File: config.mk
export PLATFORM = sky130hd
export DESIGN_NAME = round_robin_mux_arbiter_flat
export DESIGN_NICKNAME = d
export VERILOG_FILES = /design/src/rtl/round_robin_mux_arbiter_if.sv /design/src/rtl/round_robin_mux_arbiter.sv /design/src/flat_wrapper.sv
export SDC_FILE = /design/constraint.sdc
export NUM_CORES = 1
export LEC_CHECK = 0
export CAP_MARGIN = 20
export CORE_MARGIN = 8
export CORE_UTILIZATION = 45
export DETAILED_ROUTE_END_ITERATION = 7
export PLACE_DENSITY_LB_ADDON = 0.3
export SYNTH_ARGS = -nofsm -noshare
export SYNTH_HDL_FRONTEND = slang
export SYNTH_SLANG_ARGS = --single-unit
File: constraint.sdc
create_clock -name clk -period 3.6 [get_ports clk]
set_input_delay 0.72 -clock clk [delete_from_list [all_inputs] [get_ports clk]]
set_output_delay 0.72 -clock clk [all_outputs]
set_load 0.005 [all_outputs]
File: src/rtl/round_robin_mux_arbiter_if.sv
// round_robin_mux_arbiter_if: request, one-hot grant and mux-select bundle
interface round_robin_mux_arbiter_if;
  logic [3:0] req;
  logic [3:0] gnt;
  logic address0;
  logic address1;
  logic sel_valid;
  modport master (input req, output gnt, address0, address1, sel_valid);
  modport slave (output req, input gnt, address0, address1, sel_valid);
endinterface

File: src/rtl/round_robin_mux_arbiter.sv
// round_robin_mux_arbiter: round-robin owner of a 4:1 mux with hold limit and turnaround gap
module round_robin_mux_arbiter #(
  parameter int unsigned MAX_HOLD = 8,
  parameter int unsigned GAP_CYCLES = 1
) (
  input logic clk,
  input logic reset,
  round_robin_mux_arbiter_if.master bus
);
  localparam int unsigned HW = MAX_HOLD > 2 ? $clog2(MAX_HOLD) : 1;
  localparam int unsigned GW = GAP_CYCLES > 2 ? $clog2(GAP_CYCLES) : 1;
  localparam logic [HW-1:0] HOLD_LAST = HW'(MAX_HOLD == 0 ? 0 : MAX_HOLD - 1);
  localparam logic [GW-1:0] GAP_LAST = GW'(GAP_CYCLES == 0 ? 0 : GAP_CYCLES - 1);
  typedef enum logic [1:0] {IDLE, GRANT, GAP} state_t;
  state_t state_q, state_d;
  logic [1:0] ptr_q, ptr_d, own_q, own_d, who;
  logic [3:0] gnt_q, gnt_d;
  logic [HW-1:0] hold_q, hold_d;
  logic [GW-1:0] gap_q, gap_d;
  logic [2:0] win, win_rel;
  logic limit, rel, take;
  function automatic logic [2:0] pick(input logic [3:0] r, input logic [1:0] p);
    pick = '0;
    for (int k = 3; k >= 0; k--)
      if (r[p + 2'(k)]) pick = {1'b1, p + 2'(k)};
  endfunction
  assign win = pick(bus.req, ptr_q);
  assign win_rel = pick(bus.req & ~gnt_q, own_q + 2'd1);
  assign limit = MAX_HOLD != 0 && hold_q == HOLD_LAST && |(bus.req & ~gnt_q);
  assign rel = !bus.req[own_q] || limit;
  always_comb begin
    state_d = state_q;
    ptr_d = ptr_q;
    own_d = own_q;
    gnt_d = gnt_q;
    hold_d = hold_q;
    gap_d = gap_q;
    take = 1'b0;
    who = win[1:0];
    case (state_q)
      IDLE: take = win[2];
      GRANT: begin
        if (rel) begin
          gnt_d = '0;
          ptr_d = own_q + 2'd1;
          gap_d = '0;
          state_d = GAP_CYCLES != 0 ? GAP : IDLE;
          take = GAP_CYCLES == 0 && win_rel[2];
          who = win_rel[1:0];
        end else begin
          hold_d = (MAX_HOLD == 0 || hold_q == HOLD_LAST) ? hold_q : hold_q + 1'b1;
        end
      end
      default: begin
        if (gap_q == GAP_LAST) begin
          state_d = IDLE;
          take = win[2];
        end else begin
          gap_d = gap_q + 1'b1;
        end
      end
    endcase
    if (take) begin
      state_d = GRANT;
      own_d = who;
      gnt_d = 4'b1 << who;
      hold_d = '0;
    end
  end
  always_ff @(posedge clk or posedge reset) begin
    if (reset) begin
      state_q <= IDLE;
      ptr_q <= '0;
      own_q <= '0;
      gnt_q <= '0;
      hold_q <= '0;
      gap_q <= '0;
    end else begin
      state_q <= state_d;
      ptr_q <= ptr_d;
      own_q <= own_d;
      gnt_q <= gnt_d;
      hold_q <= hold_d;
      gap_q <= gap_d;
    end
  end
  assign bus.gnt = gnt_q;
  assign bus.address0 = own_q[0];
  assign bus.address1 = own_q[1];
  assign bus.sel_valid = |gnt_q;
endmodule

File: src/flat_wrapper.sv
// flat-port wrapper written by rule: the top's interface ports become plain ports
module round_robin_mux_arbiter_flat 
#(
  parameter int unsigned MAX_HOLD = 8,
  parameter int unsigned GAP_CYCLES = 1
)
  (clk, reset, bus_req, bus_gnt, bus_address0, bus_address1, bus_sel_valid);
  round_robin_mux_arbiter_if bus_i ();
  input logic clk;
  input logic reset;
  input wire logic [$bits(bus_i.req)-1:0] bus_req;
  output wire logic [$bits(bus_i.gnt)-1:0] bus_gnt;
  output wire logic [$bits(bus_i.address0)-1:0] bus_address0;
  output wire logic [$bits(bus_i.address1)-1:0] bus_address1;
  output wire logic [$bits(bus_i.sel_valid)-1:0] bus_sel_valid;
  assign bus_i.req = bus_req;
  assign bus_gnt = bus_i.gnt;
  assign bus_address0 = bus_i.address0;
  assign bus_address1 = bus_i.address1;
  assign bus_sel_valid = bus_i.sel_valid;
  round_robin_mux_arbiter #(.MAX_HOLD(MAX_HOLD), .GAP_CYCLES(GAP_CYCLES)) u_core (.clk(clk), .reset(reset), .bus(bus_i));
endmodule
### After elaboration in Yosys (flattened, before gate mapping)

Cells that the tools add are included.

| storage, ports and cells | value |
|---|---|
| bits in registers | 14 |
| logic and storage cells | 93 |
| bits of input ports | 6 |
| output and inout bits | 7 |

| operators by class | value |
|---|---|
| equal/unequal tests | 8 |
| mux-type cells | 44 |
| reductions and logical operators | 13 |
| shift-type cells | 1 |
| bitwise gates (word level) | 3 |
| order comparisons | 9 |
| $add $sub $neg | 9 |

Operators by type and width:

| cell | number |
|---|---|
| 2-bit by 3-bit less-than comparator with 1-bit output (second input constant) | 9 |
| 3-bit 2-to-1 mux | 8 |
| 1-bit binary-select mux with 2-bit select | 9 |
| 2-bit 2-to-1 mux | 9 |
| 1-bit 2-to-1 mux | 12 |
| 4-bit 2-to-1 mux | 3 |
| 2-bit adder (second input constant) | 4 |
| 4-bit OR reduction | 2 |
| 2-bit by 1-bit adder with 2-bit output (second input constant) | 3 |
| 2-bit by 1-bit != test with 1-bit output (second input constant) | 3 |
| 2-bit AND reduction | 3 |
| 3-bit AND reduction | 2 |
| 4-bit bitwise AND | 1 |
| 4-bit NOT | 1 |
| 1-bit case mux with 2 select lines | 2 |
| 2-bit case mux with 2 select lines | 1 |
| 2-bit nonzero test | 2 |
| 1-bit by 2-bit << shifter with 4-bit output (first input constant) | 1 |
| 3-bit by 1-bit adder with 3-bit output (second input constant) | 1 |
| 3-bit equality test (second input constant) | 1 |
| 3-bit by 1-bit != test with 1-bit output (second input constant) | 1 |
| 3-bit != test (second input constant) | 1 |
| 2-bit by 1-bit equality test with 1-bit output (second input constant) | 1 |
| 2-bit logical NOT | 1 |
| other kinds (6) | 6 |

### Logic depth before layout (Yosys ltp)

Gate-level depths: netlist of run 1.

| logic depth | value |
|---|---|
| depth in word-level cells | 12 |
| gate-level depth with buffers | 6 |
| mapped depth without buffers | 6 |

### Least setup slack after synthesis of run 1

OpenSTA, ideal clock, no wires.

| timing | value |
|---|---|
| kind | input -> register |
| start point | input port bus_req[1] |
| end point | register u_core.gnt_q[1] (netlist: u_core.bus.gnt[1]) |
| setup slack | 1772 ps |
| cell stages on the path | 5 |
| data arrival time | 1707 ps |
| buffers on the path | 0 |
| cell sequence | inv_2 o2111ai_1 a311oi_4 nand2_2 a32o_1 |

| between the ends | value |
|---|---|
| longest elaborated chain between the ends | 11 |
| elaborated cells between the ends (all ways) | 40 |
| those cells by class | shift: 1; mux: 31; bitwise: 1; reduce/logical: 7 |

Ends and longest elaborated chain:

| element | RTL line | text |
|---|---|---|
| start: declaration | flat_wrapper.sv:11 | `input wire logic [$bits(bus_i.req)-1:0] bus_req;` |
| 4-bit bitwise AND | round_robin_mux_arbiter.sv:28, round_robin_mux_arbiter.sv:29 |  |
| 1-bit binary-select mux with 2-bit select | round_robin_mux_arbiter.sv:25 | `if (r[p + 2'(k)]) pick = {1'b1, p + 2'(k)};` |
| 1-bit 2-to-1 mux (implied by the code) | round_robin_mux_arbiter.sv:25 |  |
| 2-bit 2-to-1 mux (4 in series) | round_robin_mux_arbiter.sv:25 |  |
| 2-bit 2-to-1 mux | round_robin_mux_arbiter.sv:43 | `if (rel) begin` |
| 2-bit 2-to-1 mux | round_robin_mux_arbiter.sv:40 | `case (state_q)` |
| 1-bit by 2-bit << shifter with 4-bit output | round_robin_mux_arbiter.sv:66 | `gnt_d = 4'b1 << who;` |
| 4-bit 2-to-1 mux | round_robin_mux_arbiter.sv:63 | `if (take) begin` |
| end signal: assignment | round_robin_mux_arbiter.sv:82 | `gnt_q <= gnt_d;` |
| end: declaration | round_robin_mux_arbiter.sv:17 | `logic [3:0] gnt_q, gnt_d;` |

Several ways; a longest one is shown, not always the timed one. The select of a mux whose other input is x is not followed.
A chain may end at the register's enable or synchronous reset.

### Final worst setup path of run 1

| timing | value |
|---|---|
| start point | register u_core.gnt_q[2] (netlist: u_core.bus.gnt[2]) |
| end point | output port bus_sel_valid |

| between the ends | value |
|---|---|
| longest elaborated chain between the ends | 1 |

Ends and longest elaborated chain:

| element | RTL line | text |
|---|---|---|
| 4-bit OR reduction | round_robin_mux_arbiter.sv:90 | `assign bus.sel_valid = \|gnt_q;` |
| end: declaration | flat_wrapper.sv:15 | `output wire logic [$bits(bus_i.sel_valid)-1:0] bus_sel_valid;` |

Every way passes these cells.

==> results of run 1 <==
-- logic make-up after synthesis --
| group | after synthesis | synth area share (%) |
|---|---|---|
| and+or+nand+nor | 25 | 17.5 |
| AOI/OAI and AO/OA | 18 | 21.7 |
| xor gates and xnor gates | 2 | 2.36 |
| buffers and inverters | 8 | 4.21 |
| DFF | 13 | 43.8 |
| muxes | 4 | 7.07 |
| adders and majority gates | 2 | 3.37 |
-- cell usage after synthesis (all sizes together) (2+ instances only) --
library cell and n:
o21ai 4, nor2 6, a32o 2, ha 2, nand2b 5, a21oi 2, nand2 5, inv 6
nand3 2, mux2i 3, nor2b 3, dfrtp 13
-- per-layer routing --
metal | vias up | wire, µm | global-route usage [%]
li1 | 287 | - | -
met2 | 10 | 719 | 17.4
met3 | 5 | 64 | 2.02
met5 | - | 0 | 0
met1 | 288 | 744 | 12.1
met4 | 0 | 33 | 5.15
-- placed cells by master (no fill, tap or decap), drive strengths merged --
master and count:
dfrtp 13, clkdlybuf4s50 12, nor2 6, inv 6
nand2b 5, nand2 5, o21ai 4, clkbuf 4
nor2b 3, mux2i 3, a21oi 2, nand3 2
a32o 2, ha 2, nor4 1, mux4 1
xor2 1, or2 1, a221o 1, a211o 1
a22oi 1, a2bb2oi 1, o2111ai 1, a2111oi 1
o2111a 1, a311oi 1, o31ai 1, and2 1
xnor2 1, or4 1, a21o 1
-- registers in the layout (all words and copies together) (netlist names) --
| signal | count |
|---|---|
| u_core.hold_q | 3 |
| u_core.state_q | 2 |
| u_core.own_q | 2 |
| u_core.bus.gnt | 4 |
| u_core.ptr_q | 2 |
-- stage by stage --
stage / hold WS (ns) / setup slack (ns) / std cells
after floorplan: 0.493 / 1.77 / 72
after global placement: 0.513 / 1.07 / 98
after detailed placement: 0.528 / 1.05 / 98
after CTS: 0.545 / 1.21 / 102
after global routing: 0.587 / 1.16 / 102
final: 0.540 / 1.22 / 102
-- area by class of cell --
class                   instances  area (µm²)  area share (%)
repair buffers                 12         120            13.3
clock buffers                   4        26.3            2.92
well taps                      16        20.0            2.22
multi-input cells              51         387            42.9
flip-flops and latches         13         325            36.1
inverters                       6        22.5            2.50
-- worst min path at each step --
stage	start	to	slack, ns	depth (start not counted)
3_3_place_gp	u_core.hold_q[1]	u_core.hold_q[1]	0.51	2
2_1_floorplan	u_core.hold_q[1]	u_core.hold_q[1]	0.49	2
3_5_place_dp	u_core.hold_q[1]	u_core.hold_q[1]	0.53	2
6_report	u_core.hold_q[2]	u_core.hold_q[2]	0.54	2
4_1_cts	u_core.hold_q[1]	u_core.hold_q[1]	0.55	2
5_1_grt	u_core.hold_q[1]	u_core.hold_q[1]	0.59	2
-- power by group through the flow --
stage / sequential (W) / combinational (W) / clock [W]
floorplan: 0.000248 / 0.000259 / 0
global placement: 0.000265 / 0.000365 / 0
CTS: 0.000266 / 0.000374 / 0.0000909
detailed placement: 0.000269 / 0.000370 / 0
finish: 0.000265 / 0.000367 / 0.0000889
global route: 0.000274 / 0.000411 / 0.0000979
-- worst max-delay path: cells and delay by family, from the launching register on --
kind,cells,cell delay [ns]
and+or+nand+nor,1,0.52
DFF,1,0.41
buffers and inverters,1,0.46
==> flow_summary.ini, run 1 <==
[run_status]
outcome = finished clean

[sta]
fin_tns_setup_ns = 0
period_needed_ns = 2.38
finalSetupViolCount = 0
max_freq_mhz = 420
worst_pin_slew_ns = 0.479
grt_setup_unrepaired = no
slew_violations = 0
slew_headroom_pct = 67.7
fin_skew_ns = 0.00876
min_period_over_period_pct = 66.2
final-hold-violation-count = 0

[synthesis]
postSynthAreaPerCell_um2 = 10.3
synthFlopType = dfrtp_1
yosys_warnings = 0
syn-cell-area_um2 = 743
synth_area_leaders = dfrtp_1 (44%), nand2b_1 (4.2%), mux2i_1 (4.0%)
synth_top_area_share_pct = 43.8
async_reset_ff_share_pct = 100
yosys.cell_types.count = 33
synth_enable_flop_cells = 0
synth_top_cell_by_area = dfrtp_1
ys_seq_area_share_pct = 43.8
ys_ff_latch = 13
synth_cells = 72
syn_nets = 80

[clocking]
clkTransAtPathRegs_ns = 0.08
postCtsSetupBuffers = 0
cts_inserted_buffers = 3
cts_hold_buffers = 0
cts_root_buffer = clkbuf_4
clock_latency_ns = 0.28
clockBufferDepth = 2
cts_resized = 0
clock_sinks = 13
cts_tree = done
htreeDepth = 1

[floorplan]
die_w_um = 56.6
rows = 14
dieArea_um2 = 3210
fp.coreArea_um2 = 1520
io_pins = 13
initial_utilization_pct = 48.8
die_h_um = 56.6

[global_routing]
grt_first_pass_wirelength_mm = 2.76
grt_util_all_layers_pct = 10.4
overflow = 0
antenna_found_initial = 0
grt_pass1_vias = 635
grt_max_degree = 14

[pwr]
p_total_w = 0.000721
clockPowerShare_pct = 12.3
sw_frac_of_total_pct = 38.9
powerDensity_nw_per_um2 = 800
p_switching_w = 0.000280
seqPwrFrac_pct = 36.8
ir_drop_mv = 0.492
p_comb_share_pct = 50.9
p_int_w = 0.000441
leakage_nw = 0.420

[finish]
drive_gt1_share_pct = 10.5
fin_area_um2 = 901
nFillCells = 149
final_util_pct = 59.1
nNetsFinal = 95
syn_to_final_growth_pct = 21.2
antennaDiodeCount = 0

[placement]
routabilityCongestion = 0.796
hpwl_mm = 1.21
dpl-instance-area_um2 = 875
numPortBuffers = 12

[run]
cap_violations = 0

[setup_path]
critical_path_peak_fanout = 4
worst-r2r-setup-slack_ns = 1.90
critPathArrivalTime_ns = 1.66
setup.worst_path.end = bus_sel_valid
crit_path_max_incr_delay_ns = 0.52
worstSetupPathType = reg -> out
critPathLaunchType = register
reg2reg_from = u_core.bus.gnt[0]
cp-startpoint = u_core.bus.gnt[2]
end_kind = output pin
critPathSlowestCell = or4_1
rr_endpoint = u_core.bus.gnt[1]
r2r_cells = 5
cp_cell_sequence = or4_1 > clkdlybuf4s50_1
worstPathRequired_ns = 2.88

[detailed_routing]
via_count = 590
drtPass1Iterations = 2
viasPerCell = 5.78
drc = 0
routedWlPerCell_um = 15.3
ant_nets = 0
routed_wl_mm = 1.56
drtIter0Drc = 2

[worst_hold_path]
hold_class = reg -> reg
Power figures use the tool's default switching activity.
==> inputs of run 2 (changes only) <==
- clock period: 3.6 -> 2.41 ns (I/O delays scaled with it)
==> flow_summary.ini, run 2 (synthesis results as in run 1) <==
[floorplan]
dieArea_um2 = 3210
initial_utilization_pct = 48.8
die_h_um = 56.6
fp.coreArea_um2 = 1520
die_w_um = 56.6
io_pins = 13
rows = 14

[setup_path]
cp_cell_sequence = or4_1 > clkdlybuf4s50_1
critPathSlowestCell = or4_1
worstSetupPathType = reg -> out
r2r_cells = 5
rr_endpoint = u_core.bus.gnt[1]
critical_path_peak_fanout = 4
critPathArrivalTime_ns = 1.66
worst-r2r-setup-slack_ns = 0.72
path_delay_family = simple AND/OR/NAND/NOR gates
critPathBufInv = 1
crit_path_max_incr_delay_ns = 0.52
end_kind = output pin
critPathLaunchType = register
worstPathRequired_ns = 1.93
reg2reg_from = u_core.hold_q[0]

[placement]
pre_cts_ws_ns = 0.141
numPortBuffers = 12
dpl-instance-area_um2 = 890
hpwl_mm = 1.21
routabilityCongestion = 0.814
place_inst = 100

[global_routing]
overflow = 0
grt_first_pass_wirelength_mm = 2.66
grt_util_all_layers_pct = 9.85
grt_pass1_vias = 607
grt_max_degree = 14
antenna_found_initial = 0

[finish]
final_cell_mix = dfrtp_1 (13), clkdlybuf4s50_1 (12), nor2_1 (6)
stdcell_count = 104
syn_to_final_growth_pct = 23.2
drive_gt1_share_pct = 12.5
nNetsFinal = 97
antennaDiodeCount = 0
mostFrequentLayoutCell = dfrtp_1
largest_reg_flops = 4
fin_area_um2 = 916

[detailed_routing]
routedWlPerCell_um = 14.9
viasPerCell = 5.70
ant_nets = 0
drc = 0
via_count = 593
drtIter0Drc = 9
routed_wl_mm = 1.55
drtPass1Iterations = 4

[sta]
final-hold-violation-count = 0
period_needed_ns = 2.14
worst_pin_slew_ns = 0.489
setup_slack_ns = 0.267
max_freq_mhz = 467
min_period_over_period_pct = 88.9
grt_setup_unrepaired = no
slew_violations = 0
slew_headroom_pct = 67.4
finalSetupViolCount = 0
fin_tns_setup_ns = 0
fin_skew_ns = 0.00612

[run_status]
outcome = finished clean

[pwr]
leakage_nw = 0.430
p_total_w = 0.00107
ir_drop_mv = 0.667
powerDensity_nw_per_um2 = 1170

[run]
cap_violations = 0

[clocking]
cts_hold_buffers = 0
clock_sinks = 13
postCtsSetupBuffers = 0
clock_latency_ns = 0.27
clockBufferDepth = 2
cts_root_buffer = clkbuf_4
cts_inserted_buffers = 3
cts_resized = 0
clkTransAtPathRegs_ns = 0.08
htreeDepth = 1
cts_tree = done

[worst_hold_path]
hold_class = in -> async
-- run 2: changes by cell type in the layout (fill, tap and decap cells not counted) --
cell	previous run	this run
buf_4	0	2
-- run 2: per-layer routing --
| metal | wire length [µm] | track usage [%] | vias up |
|---|---|---|---|
| met5 | 0 | 0 | - |
| met4 | 9 | 5.15 | 0 |
| met3 | 76 | 2.02 | 2 |
| met2 | 730 | 16.0 | 13 |
| met1 | 731 | 11.8 | 285 |
| li1 | - | - | 293 |
-- run 2: worst max path at each step --
stage	from	to	slack, ns	cells after the start
finish	u_core.bus.gnt[2]	bus_sel_valid	0.27	2
global route	u_core.bus.gnt[2]	bus_sel_valid	0.21	2
CTS	u_core.bus.gnt[2]	bus_sel_valid	0.25	2
detailed placement	bus_req[0]	u_core.bus.gnt[1]	0.14	6
global placement	bus_req[0]	u_core.bus.gnt[1]	0.13	6
floorplan	bus_req[1]	u_core.bus.gnt[1]	0.82	5
-- run 2: layout make-up --
type / instances / area, µm²
timing repair buffer: 14 / 135
multi-input combinational: 51 / 387
tap: 16 / 20.0
clock buffer: 4 / 26.3
sequential: 13 / 325
fill: 133 / 608
inverter: 6 / 22.5
-- run 2: report_power, final --
group	leakage (nW)	internal, W	switching, W
Clock	0.0150	0.0000640	0.0000668
Combinational	0.250	0.000291	0.000260
Sequential	0.165	0.000305	0.0000886
Total	0.430	0.000660	0.000415
-- run 2: stage by stage --
step	hold slack, ns	util [%]
after global routing	0.590	60.1
after CTS	0.530	60.1
after global placement	0.512	58.4
after floorplan	0.359	-
after detailed placement	0.523	58.4
final	0.518	60.1
==> RTL change 1, RTL diff (flow settings as in run 2) <==
Encoding of `state_t`: now one-hot (3 bits for 3 states).
--- a/src/rtl/round_robin_mux_arbiter.sv
+++ b/src/rtl/round_robin_mux_arbiter.sv
@@ -11,7 +11,7 @@
   localparam int unsigned GW = GAP_CYCLES > 2 ? $clog2(GAP_CYCLES) : 1;
   localparam logic [HW-1:0] HOLD_LAST = HW'(MAX_HOLD == 0 ? 0 : MAX_HOLD - 1);
   localparam logic [GW-1:0] GAP_LAST = GW'(GAP_CYCLES == 0 ? 0 : GAP_CYCLES - 1);
-  typedef enum logic [1:0] {IDLE, GRANT, GAP} state_t;
+  typedef enum logic [2:0] {IDLE = 3'b001, GRANT = 3'b010, GAP = 3'b100} state_t;
   state_t state_q, state_d;
   logic [1:0] ptr_q, ptr_d, own_q, own_d, who;
   logic [3:0] gnt_q, gnt_d;
Function: no difference found for any inputs over 10 cycles, from zero or initial values and one cycle with reset high; not proved beyond that.
==> RTL change 1 against run 2 <==
  * Cell area grew 2.3%
  * Critical path type unchanged
  * Fmax shrank 1.0%
  * Hold slack lost 1.6 ps
  * Routed wire length shrank 8.8%
  * Clock power grew 27%
  * Combinational power shrank 1%
  * Sequential cell count grew 1
  * Area after synthesis grew 1.7%
  * Setup slack lost 22 ps
  * Power grew 3.8%
==> RTL change 1: results (changes against run 2) <==
{
  "run_status": {
    "status": "finished clean"
  },
  "sta": {
    "final.hold.worst_slack": {"value": 516, "unit": "ps", "change": "-1.57 ps"},
    "final_clock_skew": {"value": 3.17, "unit": "ps", "change": "-2.95 ps"},
    "slew_headroom": {"value": 65.5, "unit": "%", "change": "-1.8 points"}
  },
  "route": {
    "initialDrtViolationCount": {"value": 10, "change": "+1"},
    "wl_per_cell": {"value": 13.8, "unit": "µm", "change": "-7.0%"},
    "post_detailed_route_via_to_cell_ratio": {"value": 5.39, "change": "-5.4%"},
    "route.vias.total": {"value": 550, "change": "-7.3%"}
  },
  "placed_design": {
    "port-buffer-count": {"value": 12, "change": "unchanged"},
    "dp_cells": {"value": 98, "change": "-2.0%"},
    "dpl.hpwl": {"value": 1.09, "unit": "mm", "change": "-11%"},
    "finalWeightedCongestion": {"value": 0.758, "change": "-6.8%"},
    "placed_area": {"value": 901, "unit": "µm²", "change": "+1.3%"}
  },
  "layout": {
    "num-nets-final": {"value": 94, "change": "-3.1%"},
    "drive_gt1_share": {"value": 17.6, "unit": "%", "change": "+5.1 points"},
    "fill_cells": {"value": 155, "change": "+17%"}
  },
  "grt": {
    "first_global_vias": {"value": 525, "change": "-14%"},
    "globalRouteTotalUtil": {"value": 9.72, "unit": "%", "change": "-0.14 points"},
    "grt_pass1_wl": {"value": 2.44, "unit": "mm", "change": "-8.1%"},
    "grt_max_degree": {"value": 15, "change": "+1"}
  },
  "power": {
    "power.static_leakage": {"value": 0.000437, "unit": "µW", "change": "+1.4%"},
    "worst_ir_drop_vdd": {"value": 612, "unit": "µV", "change": "-8.3%"}
  },
  "clock_tree": {
    "clock_buffer_count_from_cts": {"value": 3, "change": "unchanged"},
    "htreeDepth": {"value": 1, "change": "unchanged"},
    "cts_root_buf": "clkbuf_4"
  },
  "critical_path": {
    "reg2regPathDepth": {"value": 4, "change": "-1"},
    "reg2reg_slack": {"value": 800, "unit": "ps", "change": "+80 ps"},
    "critical-path-max-stage-delay_ps": 530,
    "r2r_start": "u_core.own_q[0]",
    "r2r-end": "u_core.ptr_q[1]",
    "worstPathMaxFanout": {"value": 4, "change": "unchanged"},
    "worst_ep_arrival_time": {"value": 1680, "unit": "ps", "change": "+20 ps"}
  },
  "synth": {
    "yosys-top-cells-area": "dfrtp_1 43%, a32o_1 4.0%, dfstp_2 3.5%, ha_1 3.3%, and2b_1 3.0%",
    "synthesis.area_per_instance": {"value": 11.1, "unit": "µm²", "change": "+7.7%"},
    "synth_nets": {"value": 76, "change": "-5.0%"},
    "synth-seq-area-share": {"value": 46.5, "unit": "%", "change": "+2.8 points"},
    "synth_commonest_cells": "13 x dfrtp_1, 6 x inv_1, 4 x nand2_1, 4 x o21ai_0",
    "yosysUniqueCellTypes": {"value": 31, "change": "-6.1%"}
  }
}
[RTL change 1: layout make-up]
cell class	count	area [µm²]	area share, %
multi-input cells	47	370	39.5
flip-flops and latches	14	352	37.5
repair buffers	14	135	14.4
clock buffers	4	36.3	3.87
inverters	6	22.5	2.40
well taps	17	21.3	2.27
[RTL change 1: report_power, final]
group | internal (µW) | leakage [µW] | switching (µW)
sequential | 326 | 0.000174 | 79.5
combinational | 300 | 0.000241 | 243
clock | 92.0 | 0.0000210 | 75.3
total | 718 | 0.000437 | 398
[RTL change 1: per-stage QoR]
stage,worst slack [ps],util [%]
CTS,234,56.7
global placement,218,54.5
global route,204,56.7
detailed placement,212,54.5
floorplan,828,-
finish,245,56.7
[RTL change 1: worst reg2reg max path, cell delays in order (launching register included)]
cell	delay [ps]
dfrtp_1	430
mux4_2	560
nand2_2	110
nand2_4	90
mux2_4	310
[RTL change 1: routing by layer]
layer  vias up  GRT usage [%]  wire [µm]
met3         4           4.66        113
li1        276              -          -
met1       257           12.5        713
met4         0           7.05         35
met2        13           12.1        550
met5         -              0          0
[RTL change 1: worst max path at each step]
stage	slack [ps]	endpoint	startpoint
after CTS	230	bus_sel_valid	u_core.bus.gnt[2]
after global placement	220	u_core.bus.gnt[2]	bus_req[2]
after detailed placement	210	u_core.ptr_q[1]	bus_req[1]
after global routing	200	bus_sel_valid	u_core.bus.gnt[2]
after floorplan	830	u_core.ptr_q[1]	bus_req[0]
final	250	bus_sel_valid	u_core.bus.gnt[2]
[RTL change 1: cells by family after synthesis]
logic type	after synthesis	synth area share, %
xor gates and xnor gates	1	1.16
AOI/OAI and AO/OA	14	13.9
DFF	14	46.5
buffers and inverters	7	4.47
adders and majority gates	2	3.31
and+or+nand+nor	26	23.0
muxes	4	7.62
==> RTL change 2, RTL diff (flow settings as in run 2) <==
Made on the original files. `MAX_HOLD` is set to 8 in 2 places; all go to 16.
--- a/src/rtl/round_robin_mux_arbiter.sv
+++ b/src/rtl/round_robin_mux_arbiter.sv
@@ -1,6 +1,6 @@
 // round_robin_mux_arbiter: round-robin owner of a 4:1 mux with hold limit and turnaround gap
 module round_robin_mux_arbiter #(
-  parameter int unsigned MAX_HOLD = 8,
+  parameter int unsigned MAX_HOLD = 16,
   parameter int unsigned GAP_CYCLES = 1
 ) (
   input logic clk,
--- a/src/flat_wrapper.sv
+++ b/src/flat_wrapper.sv
@@ -1,7 +1,7 @@
 // flat-port wrapper written by rule: the top's interface ports become plain ports
 module round_robin_mux_arbiter_flat 
 #(
-  parameter int unsigned MAX_HOLD = 8,
+  parameter int unsigned MAX_HOLD = 16,
   parameter int unsigned GAP_CYCLES = 1
 )
   (clk, reset, bus_req, bus_gnt, bus_address0, bus_address1, bus_sel_valid);
Check against the original RTL: not equivalent (Yosys sat finds a counterexample within 10 cycles, from zero or initial values and one cycle with reset high).
==> RTL change 2 against run 2 <==
  * Area after synthesis is 1.5% higher
  * Cell area increased by 2.2%
  * Power grew 11%
  * Sequential cell count grew 1
  * Via count increased by 6.4%
  * First-iteration DRC count grew to 2.7 times the old value
  * Setup slack got worse by 29 ps
  * Die area rose by 1.1%
  * Register-to-register slack worse by 40 ps
  * Count of clock-buffer cells in the layout stayed put
  * Routed wire length up 1.5%
==> RTL change 2: results (changes against run 2) <==
{
  "sta": {
    "final.hold.worst_slack": {"value": 527, "unit": "ps", "change": "+9.36 ps"},
    "final_clock_skew": {"value": 3.79, "unit": "ps", "change": "-2.33 ps"},
    "worst_slack": {"value": 239, "unit": "ps", "change": "-28.7 ps"},
    "worst_pin_slew": {"value": 531, "unit": "ps", "change": "+41.6 ps"}
  },
  "synth": {
    "yosys-top-cells-area": "dfrtp_1 46%, a21oi_1 5.3%, nand2_1 5.0%, nand2b_1 4.1%, nand3_1 4.0%",
    "synth_nets": {"value": 84, "change": "+5.0%"},
    "yosysUniqueCellTypes": {"value": 34, "change": "+3.0%"},
    "synth-seq-area-share": {"value": 46.4, "unit": "%", "change": "+2.7 points"}
  },
  "layout": {
    "multiInputGateArea": {"value": 374, "unit": "µm²", "change": "-3.2%"},
    "final-instance-count-excl-fill": {"value": 108, "change": "+3.8%"},
    "fill_cells": {"value": 143, "change": "+7.5%"}
  },
  "grt": {
    "grt_pass1_wl": {"value": 2.87, "unit": "mm", "change": "+8.1%"},
    "grt_max_degree": {"value": 15, "change": "+1"},
    "first_global_vias": {"value": 631, "change": "+4.0%"},
    "globalRouteTotalUtil": {"value": 10.7, "unit": "%", "change": "+0.88 points"}
  },
  "critical_path": {
    "reg2reg_slack": {"value": 680, "unit": "ps", "change": "-40 ps"},
    "worst_ep_arrival_time": {"value": 1690, "unit": "ps", "change": "+30 ps"}
  },
  "placed_design": {
    "post-place-ws": {"value": 160, "unit": "ps", "change": "+19.1 ps"},
    "finalWeightedCongestion": {"value": 0.828, "change": "+1.8%"},
    "placed_area": {"value": 900, "unit": "µm²", "change": "+1.1%"},
    "dp_cells": {"value": 104, "change": "+4.0%"}
  },
  "power": {
    "power.static_leakage": {"value": 0.000421, "unit": "µW", "change": "-2.2%"},
    "worst_ir_drop_vdd": {"value": 774, "unit": "µV", "change": "+16%"}
  },
  "route": {
    "initialDrtViolationCount": {"value": 24, "change": "+15"},
    "drt_wl_total": {"value": 1.57, "unit": "mm", "change": "+1.5%"},
    "route.vias.total": {"value": 631, "change": "+6.4%"}
  },
  "run_status": {
    "status": "finished clean"
  },
  "clock_tree": {
    "clk_transition_reported_paths": {"value": 80, "unit": "ps", "change": "about the same"}
  }
}
RTL change 2: changes by cell type in the layout (fill, tap and decap cells not counted), moves of 2 or more:
cell	run 2	this run
a32o_1	2	0
nor2_1	6	1
buf_4	2	0
mux2i_1	3	1
o21ai_0	4	2
a21oi_1	2	8
nand3_1	2	6
nand2_1	4	10
RTL change 2: cell type report:
type,count,share of cell area [%]
clock buffer,4,3.88
inverter,4,1.60
multi-input combinational,57,40.0
sequential,14,37.4
tap,16,2.14
timing repair buffer,13,15.0
RTL change 2: critical path: stages (launching register included):
cell,delay [ps]
dfrtp_1,420
or4_1,530
clkdlybuf4s50_1,460
RTL change 2: cell families (layout without fill, tap and decap cells):
group	Yosys count	in the layout	synth area share (%)
AOI/OAI and AO/OA	21	21	18.4
xor gates and xnor gates	1	1	1.16
adders and majority gates	1	1	1.66
buffers and inverters	6	21	3.98
DFF	14	14	46.4
muxes	3	3	6.30
and+or+nand+nor	31	31	22.1
RTL change 2: final timing paths:
path / start / end / cells past startpoint
hold / removal: reset / u_core.bus.gnt[0] / 2
hold reg to reg: u_core.hold_q[3] / u_core.hold_q[3] / 1
max in group asynchronous: reset / u_core.hold_q[3] / 2
min in group clk: u_core.hold_q[3] / u_core.hold_q[3] / 1
setup / recovery: u_core.bus.gnt[1] / bus_sel_valid / 2
setup reg to reg: u_core.own_q[1] / u_core.ptr_q[1] / 4
RTL change 2: power by group:
part           internal, µW  leakage, µW  switching (µW)
Clock                  91.9    0.0000210            74.8
Combinational           345     0.000222             256
Sequential              331     0.000179            95.4
Total                   768     0.000421             426
RTL change 2: layer usage:
metal / wire length [µm] / track usage (%) / up-vias
li1: - / - / 307
met1: 765 / 13.7 / 304
met2: 720 / 16.4 / 18
met3: 74 / 4.20 / 2
met4: 11 / 3.02 / 0
met5: 0 / 0 / -
